===== src/rtl/multiboot_pkg.sv =====
// Shared definitions for the MultiBoot reboot scheduler.
//   state_t    : FSM state encoding (3 bits), also exported on the debug port
//   OPC_1X     : SPI single-lane read opcode
//   OPC_4X     : SPI quad-output read opcode
//   slot_addr  : slot number -> 24-bit SPI address, wraps modulo 2^24
package multiboot_pkg;

  typedef enum logic [2:0] {
    ST_IDLE      = 3'd0,
    ST_GRANT     = 3'd1,
    ST_HOLDOFF   = 3'd2,
    ST_START     = 3'd3,
    ST_WAIT_ACK  = 3'd4,
    ST_WAIT_DONE = 3'd5,
    ST_ERROR     = 3'd6
  } state_t;

  localparam logic [7:0] OPC_1X = 8'h03;
  localparam logic [7:0] OPC_4X = 8'h6B;

  // All operands are 24 bits wide, so the multiply and the add both wrap
  // modulo 2^24 as the flash address space requires.
  function automatic logic [23:0] slot_addr(input logic [23:0] base,
                                            input logic [23:0] size,
                                            input logic [23:0] slot);
    return base + slot * size;
  endfunction

endpackage


===== src/rtl/multiboot_scheduler_req_sync_edge.sv =====
// req_sync_edge: per-bit 2-flop synchroniser followed by a rising-edge
// detector. One instance covers all request lines.
// Ports:
//   clk    in  1  destination clock
//   rst_n  in  1  asynchronous active-low reset, clears every flop
//   d      in  W  asynchronous level inputs
//   rise   out W  one-cycle pulse per synchronised 0->1 transition
module req_sync_edge #(
  parameter int W = 1
) (
  input  logic         clk,
  input  logic         rst_n,
  input  logic [W-1:0] d,
  output logic [W-1:0] rise
);

  logic [W-1:0] meta;
  logic [W-1:0] sync;
  logic [W-1:0] prev;

  always_ff @(posedge clk or negedge rst_n) begin
    if (!rst_n) begin
      meta <= '0;
      sync <= '0;
      prev <= '0;
    end else begin
      meta <= d;
      sync <= meta;
      prev <= sync;
    end
  end

  // An input already high when reset is released reads as a fresh edge,
  // since the history flops come out of reset at 0.
  assign rise = sync & ~prev;

endmodule


===== src/rtl/multiboot_scheduler.sv =====
// multiboot_scheduler: arbitrates reboot requests onto a single ICAP
// MultiBoot writer. A granted request is turned into an SPI address and a
// read opcode, held off for HOLDOFF cycles, then handed to the writer.
// Ports:
//   clk_icap    in  1           ICAP clock, only clock in the block
//   rst_n       in  1           asynchronous active-low reset
//   enable      in  1           arm; new requests ignored while low
//   req         in  NREQ        asynchronous level requests (rising edge = request)
//   req_slot    in  NREQ*SLOTW  slot per requester, [i*SLOTW +: SLOTW]
//   quad_mode   in  1           1: quad read opcode, 0: single read opcode
//   clear_err   in  1           clears sticky errors; leaves ERROR
//   mbt_busy    in  1           busy flag from the ICAP writer
//   mbt_reboot  out 1           one-cycle start pulse to the writer
//   spi_addr    out 24          target address, captured on IDLE->GRANT
//   spi_opcode  out 8           read opcode, captured with spi_addr
//   busy        out 1           high in every state except IDLE
//   grant_id    out 2           index of the last granted requester
//   err_timeout out 1           sticky: writer never acknowledged
//   err_badslot out 1           sticky: a request named an invalid slot
//   fsm_state   out 3           current FSM state (debug)
//
// Writer handshake: mbt_reboot is high for exactly one cycle (the START
// state). The writer acknowledges by raising mbt_busy within ACK_TMO cycles
// and lowers it when done; mbt_busy low again returns the block to IDLE.
// A missing acknowledge re-issues the start up to MAX_RETRY times.
module multiboot_scheduler
  import multiboot_pkg::*;
#(
  parameter int          NREQ      = 3,
  parameter int          SLOTW     = 4,
  parameter int          NUM_SLOTS = 12,
  parameter logic [23:0] BASE_ADDR = 24'h0,
  parameter logic [23:0] SLOT_SIZE = 24'h80000,
  parameter int          HOLDOFF   = 1024,
  parameter int          ACK_TMO   = 64,
  parameter int          MAX_RETRY = 2
) (
  input  logic                  clk_icap,
  input  logic                  rst_n,
  input  logic                  enable,
  input  logic [NREQ-1:0]       req,
  input  logic [NREQ*SLOTW-1:0] req_slot,
  input  logic                  quad_mode,
  input  logic                  clear_err,
  input  logic                  mbt_busy,
  output logic                  mbt_reboot,
  output logic [23:0]           spi_addr,
  output logic [7:0]            spi_opcode,
  output logic                  busy,
  output logic [1:0]            grant_id,
  output logic                  err_timeout,
  output logic                  err_badslot,
  output state_t                fsm_state
);

  localparam int HW = (HOLDOFF > 1) ? $clog2(HOLDOFF) : 1;
  localparam int TW = (ACK_TMO > 1) ? $clog2(ACK_TMO) : 1;
  localparam int RW = (MAX_RETRY > 0) ? $clog2(MAX_RETRY + 1) : 1;
  // One extra bit so NUM_SLOTS == 2**SLOTW is still representable.
  localparam logic [SLOTW:0] NUM_SLOTS_V = (SLOTW + 1)'(NUM_SLOTS);

  state_t state, state_n;

  logic [NREQ-1:0]  req_rise;
  logic             win_valid;
  logic [1:0]       win_id;
  logic [SLOTW-1:0] win_slot;
  logic             slot_ok;

  logic [HW-1:0] hold_cnt;
  logic [TW-1:0] tmo_cnt;
  logic [RW-1:0] retry_cnt;

  logic take_grant;
  logic set_bad;
  logic set_tmo;
  logic load_hold;
  logic dec_hold;
  logic load_tmo;
  logic dec_tmo;
  logic inc_retry;
  logic clr_retry;

  req_sync_edge #(.W(NREQ)) u_sync (
    .clk   (clk_icap),
    .rst_n (rst_n),
    .d     (req),
    .rise  (req_rise)
  );

  // Fixed-priority arbiter: scanning from the top down lets the lowest
  // index with an edge overwrite the others. Losing edges are simply not
  // used, which is how same-cycle competitors get discarded.
  always_comb begin
    win_valid = 1'b0;
    win_id    = '0;
    win_slot  = '0;
    for (int i = NREQ - 1; i >= 0; i--) begin
      if (req_rise[i]) begin
        win_valid = 1'b1;
        win_id    = 2'(i);
        win_slot  = req_slot[i*SLOTW +: SLOTW];
      end
    end
  end

  assign slot_ok = ({1'b0, win_slot} < NUM_SLOTS_V);

  // Next-state and control strobes.
  always_comb begin
    state_n    = state;
    take_grant = 1'b0;
    set_bad    = 1'b0;
    set_tmo    = 1'b0;
    load_hold  = 1'b0;
    dec_hold   = 1'b0;
    load_tmo   = 1'b0;
    dec_tmo    = 1'b0;
    inc_retry  = 1'b0;
    clr_retry  = 1'b0;
    case (state)
      ST_IDLE: begin
        if (enable && win_valid) begin
          if (slot_ok) begin
            take_grant = 1'b1;
            state_n    = ST_GRANT;
          end else begin
            set_bad = 1'b1;
          end
        end
      end
      ST_GRANT: begin
        load_hold = 1'b1;
        state_n   = ST_HOLDOFF;
      end
      ST_HOLDOFF: begin
        if (hold_cnt == '0) begin
          state_n = ST_START;
        end else begin
          dec_hold = 1'b1;
        end
      end
      ST_START: begin
        load_tmo = 1'b1;
        state_n  = ST_WAIT_ACK;
      end
      ST_WAIT_ACK: begin
        if (mbt_busy) begin
          state_n = ST_WAIT_DONE;
        end else if (tmo_cnt == '0) begin
          if (retry_cnt < RW'(MAX_RETRY)) begin
            inc_retry = 1'b1;
            state_n   = ST_START;
          end else begin
            set_tmo = 1'b1;
            state_n = ST_ERROR;
          end
        end else begin
          dec_tmo = 1'b1;
        end
      end
      ST_WAIT_DONE: begin
        if (!mbt_busy) begin
          clr_retry = 1'b1;
          state_n   = ST_IDLE;
        end
      end
      ST_ERROR: begin
        if (clear_err) begin
          clr_retry = 1'b1;
          state_n   = ST_IDLE;
        end
      end
      default: state_n = ST_IDLE;
    endcase
  end

  always_ff @(posedge clk_icap or negedge rst_n) begin
    if (!rst_n) begin
      state <= ST_IDLE;
    end else begin
      state <= state_n;
    end
  end

  // Counters.
  always_ff @(posedge clk_icap or negedge rst_n) begin
    if (!rst_n) begin
      hold_cnt  <= '0;
      tmo_cnt   <= '0;
      retry_cnt <= '0;
    end else begin
      if (load_hold) begin
        hold_cnt <= HW'(HOLDOFF - 1);
      end else if (dec_hold) begin
        hold_cnt <= hold_cnt - HW'(1);
      end

      if (load_tmo) begin
        tmo_cnt <= TW'(ACK_TMO - 1);
      end else if (dec_tmo) begin
        tmo_cnt <= tmo_cnt - TW'(1);
      end

      if (clr_retry) begin
        retry_cnt <= '0;
      end else if (inc_retry) begin
        retry_cnt <= retry_cnt + RW'(1);
      end
    end
  end

  // Grant capture: the target only changes on IDLE->GRANT, so the writer
  // sees a stable address through every retry.
  always_ff @(posedge clk_icap or negedge rst_n) begin
    if (!rst_n) begin
      spi_addr   <= '0;
      spi_opcode <= '0;
      grant_id   <= '0;
    end else if (take_grant) begin
      spi_addr   <= slot_addr(BASE_ADDR, SLOT_SIZE, 24'(win_slot));
      spi_opcode <= quad_mode ? OPC_4X : OPC_1X;
      grant_id   <= win_id;
    end
  end

  // Sticky error flags. A new error in the same cycle as clear_err wins,
  // so an event is never lost to a coincident clear.
  always_ff @(posedge clk_icap or negedge rst_n) begin
    if (!rst_n) begin
      err_badslot <= 1'b0;
      err_timeout <= 1'b0;
    end else begin
      if (set_bad) begin
        err_badslot <= 1'b1;
      end else if (clear_err) begin
        err_badslot <= 1'b0;
      end

      if (set_tmo) begin
        err_timeout <= 1'b1;
      end else if (clear_err) begin
        err_timeout <= 1'b0;
      end
    end
  end

  assign mbt_reboot = (state == ST_START);
  assign busy       = (state != ST_IDLE);
  assign fsm_state  = state;

endmodule


===== config.mk =====
export PLATFORM = sky130hd
export DESIGN_NAME = multiboot_scheduler
export DESIGN_NICKNAME = d
export VERILOG_FILES = /design/src/rtl/multiboot_pkg.sv /design/src/rtl/multiboot_scheduler_req_sync_edge.sv /design/src/rtl/multiboot_scheduler.sv
export SDC_FILE = /design/constraint.sdc
export NUM_CORES = 1
export LEC_CHECK = 0
export CORE_ASPECT_RATIO = 1.75
export CORE_UTILIZATION = 43
export CTS_CLUSTER_DIAMETER = 80
export DETAILED_ROUTE_END_ITERATION = 7
export GPL_TIMING_DRIVEN = 0
export PLACE_DENSITY_LB_ADDON = 0.3
export SLEW_MARGIN = 20
export SYNTH_ARGS = -nofsm -noshare
export SYNTH_HDL_FRONTEND = slang
export SYNTH_SLANG_ARGS = --single-unit

===== constraint.sdc =====
create_clock -name clk_icap -period 1.9 [get_ports clk_icap]
set_input_delay 0.285 -clock clk_icap [delete_from_list [all_inputs] [get_ports clk_icap]]
set_output_delay 0.285 -clock clk_icap [all_outputs]
set_load 0.02 [all_outputs]

==> flow_metrics.py <==
metrics = {
    "place": {
        "dp_hpwl_mm": 3.291,
        "port_buffers": 38,
        "placed_area_um2": 2730,
        "gp_congestion": 0.8369,
    },
    "drt": {
        "drcViolationCount": 0,
        "drt_iter0_drc": 50,
        "viasPerCell": 5.006,
        "drt-pass1-iter-count": 4,
        "drtAntennaViolNets": 0,
        "wirelength_mm": 4.506,
        "routedWlPerCell_um": 13.14,
        "routed-via-count": 1717,
    },
    "global_routing": {
        "met3_usage_pct": 3.763,
        "antenna_found_initial": 0,
        "use_met1_pct": 17.26,
        "grt.overflow.total": 0,
        "grt_max_degree": 33,
        "grt.total_usage_pct": 17.69,
        "top_usage_layer": "met2",
        "met2_usage_pct": 34.44,
        "grt_pass1_wl_mm": 7.334,
        "grt_pass1_vias": 1665,
    },
    "clock_tree": {
        "clock_latency_ns": 0.30,
        "htree_levels": 2,
        "cts.path.max_buffers": 2,
        "path_clk_slew_ns": 0.08,
        "cts_num_sinks": 40,
        "cts_made_buffers": 5,
        "root_buffer": "clkbuf_8",
        "cts_tree": "yes",
    },
    "finish": {
        "finish.utilization_pct": 60.78,
        "drive_above_1_share_pct": 25.61,
        "final_net_count": 312,
        "fin_area_um2": 2999,
        "num-fill-cells": 422,
        "area_growth_syn_to_layout_pct": 37.29,
        "diodes": 0,
    },
    "critical_path": {
        "crit_path_top_delay_cell": "clkdlybuf4s50_1",
        "endpoint_kind": "flip-flop",
        "path_cells": "clkdlybuf4s50_1, and3b_2, a311oi_2, a211oi_2, nor3_4, buf_12, mux2_4",
        "cp_data_arrival_time_ns": 2.07,
        "crit_path_start_kind": "input pin",
        "required_ns": 2.09,
        "crit_type": "input pin to flip-flop",
        "cp_max_fo": 7,
        "reg2reg_depth": 6,
        "critical-path-max-stage-delay_ns": 0.44,
    },
    "logic_synthesis": {
        "yosysTopAreaCell": "dfrtp_1",
        "yosys_warnings": 0,
        "netlist_area_um2": 2185,
        "synth.distinct_cells": 51,
        "syn_inst": 211,
        "synth_area_leaders": "dfrtp_1, buf_4, xnor2_1",
        "synth_ff_type": "dfrtp_1",
        "syn_area_per_cell_um2": 10.35,
        "synth_top_area_share_pct": 45.82,
        "ys_async_sr_fraction_pct": 100.0,
        "synth_common_cells": "dfrtp_1, buf_4, nand2_1, nor2_1, inv_1",
        "ys_seq_elements": 40,
        "synth_most_common_cell": "dfrtp_1",
        "ys_seq_area_share_pct": 45.82,
        "synth_edf_count": 0,
    },
    "floorplanning": {
        "rows": 34,
        "die_y_um": 96.29,
        "dieArea_um2": 5381,
        "die_width_um": 55.88,
        "core_um2": 4935,
        "io_pins": 62,
        "initial_core_util_pct": 44.27,
    },
    "timing": {
        "slew_viol_final": 0,
        "grt_setup_unrepaired": "yes",
        "hold_violations": 0,
        "finalClockSkew_ns": 0.005157,
        "period_needed_ns": 1.887,
        "finalSetupViolCount": 0,
        "fin_crit_sh_pct": 99.30,
        "fmax_ghz": 0.5300,
    },
    "power_and_ir_drop": {
        "clkPwrFrac_pct": 19.9,
        "switching_share_pct": 36.99,
        "p_int_uw": 2172,
        "seqPwrFrac_pct": 34.6,
        "pwr-share-comb_pct": 45.5,
        "total_power_uw": 3447,
        "power.density_nw_per_um2": 1149,
        "p_switching_uw": 1275,
        "p_leak_uw": 0.001283,
        "ir_drop_uv": 704.2,
    },
    "status": {
        "status": "finished, final reports clean",
    },
    "worst_hold_path": {
        "hold_class": "flip-flop to flip-flop",
        "hold_depth": 0,
    },
    "flow_run": {
        "cap_violations": 0,
    },
}
-- through the flow --
step / hold slack (ns) / setup slack [ns] / setup TNS (ns) / std cells
after detailed placement: 0.1501 / -0.3430 / -2.425 / 326
final: 0.3536 / 0.01328 / 0 / 343
after CTS: 0.3546 / 0.004464 / 0 / 339
after floorplan: -0.01059 / 0.009136 / 0 / 233
after global routing: 0.3746 / -0.06735 / -0.2648 / 343
after global placement: 0.3322 / -0.4176 / -18.82 / 325
-- cell usage in the layout, fill, tap and decap left out, drive strengths merged, types with 3 or more instances in the layout --
cell and instances:
xnor2 9, nand2 18, conb 23, nand3 6, nor4 5, ha 3, nor2b 4, buf 39
inv 11, mux2 3, nor3 5, nand2b 4, clkdlybuf4s50 35, xor2 4, dfrtp 40, clkbuf 5
a31oi 4, nor2 16, a21oi 9
-- worst max-delay path: cells and delay by family --
family	cells	cell delay, ns
simple gates	2	0.48
buf+inv	2	0.59
mux	1	0.30
compound gates	2	0.41
-- kinds of logic after synthesis --
group,Yosys count,share of synthesized area [%]
AO/OA/AOI/OAI,37,14.20
XOR/XNOR,13,5.212
adder cells (fa/ha/maj),3,1.718
buffers and inverters,40,11.51
flip-flops,40,45.82
multiplexers,5,2.978
other,1,0.1717
AND/OR/NAND/NOR,72,18.39
-- worst paths after layout --
path,from,slack (ns),end
hold reg to reg,u_sync.meta[1]$_DFF_PN0_,0.35,u_sync.sync[1]$_DFF_PN0_
setup reg to reg,u_sync.sync[0]$_DFF_PN0_,0.02,grant_id[1]$_DFFE_PN0P_
setup / recovery,req_slot[2],0.01,grant_id[1]$_DFFE_PN0P_
min in group asynchronous,rst_n,0.36,u_sync.prev[2]$_DFF_PN0_
hold / removal,u_sync.meta[1]$_DFF_PN0_,0.35,u_sync.sync[1]$_DFF_PN0_
max in group asynchronous,rst_n,1.11,hold_cnt[5]$_DFFE_PN0P_
-- power by group through the flow --
| stage | Clock (uW) | Sequential [uW] | Combinational, uW |
|---|---|---|---|
| finish | 687 | 1190 | 1570 |
| global route | 745 | 1230 | 1710 |
| CTS | 709 | 1190 | 1510 |
| detailed placement | 0 | 1200 | 1470 |
| global placement | 0 | 1200 | 1440 |
| floorplan | 0 | 1310 | 830 |
-- state kept, by name, indices dropped and copies added (netlist names), 3 cells and up --
signal and flops:
fsm_state 3, hold_cnt 10, spi_addr 4, tmo_cnt 6, u_sync.meta 3, u_sync.prev 3, u_sync.sync 3
-- metal layers --
layer	routed length (um)	vias up	part of all wire (%)
met1	1700	799	38
met5	0	-	0
li1	-	852	-
met3	230	10	5.1
met2	2466	56	55
met4	109	0	2.4
-- layout make-up --
cell class	count	area, um^2	share of cell area [%]
clock inverter	3	42.54	1.418
inverter	11	41.29	1.377
tap	54	67.56	2.253
clock buffer	5	68.82	2.295
sequential	40	1002	33.42
buffer	29	210.2	7.009
multi-input combinational	153	1082	36.09
timing repair buffer	48	484.2	16.15
-- repair_timing --
action	4_1_cts	5_1_grt
pin swaps	4	4
gates resized for setup	9	12
setup buffers	4	4
endpoints found under the setup margin	5	16
hold endpoints to repair	8	0
hold buffers	1	0
(Power assumes the default switching activity.)
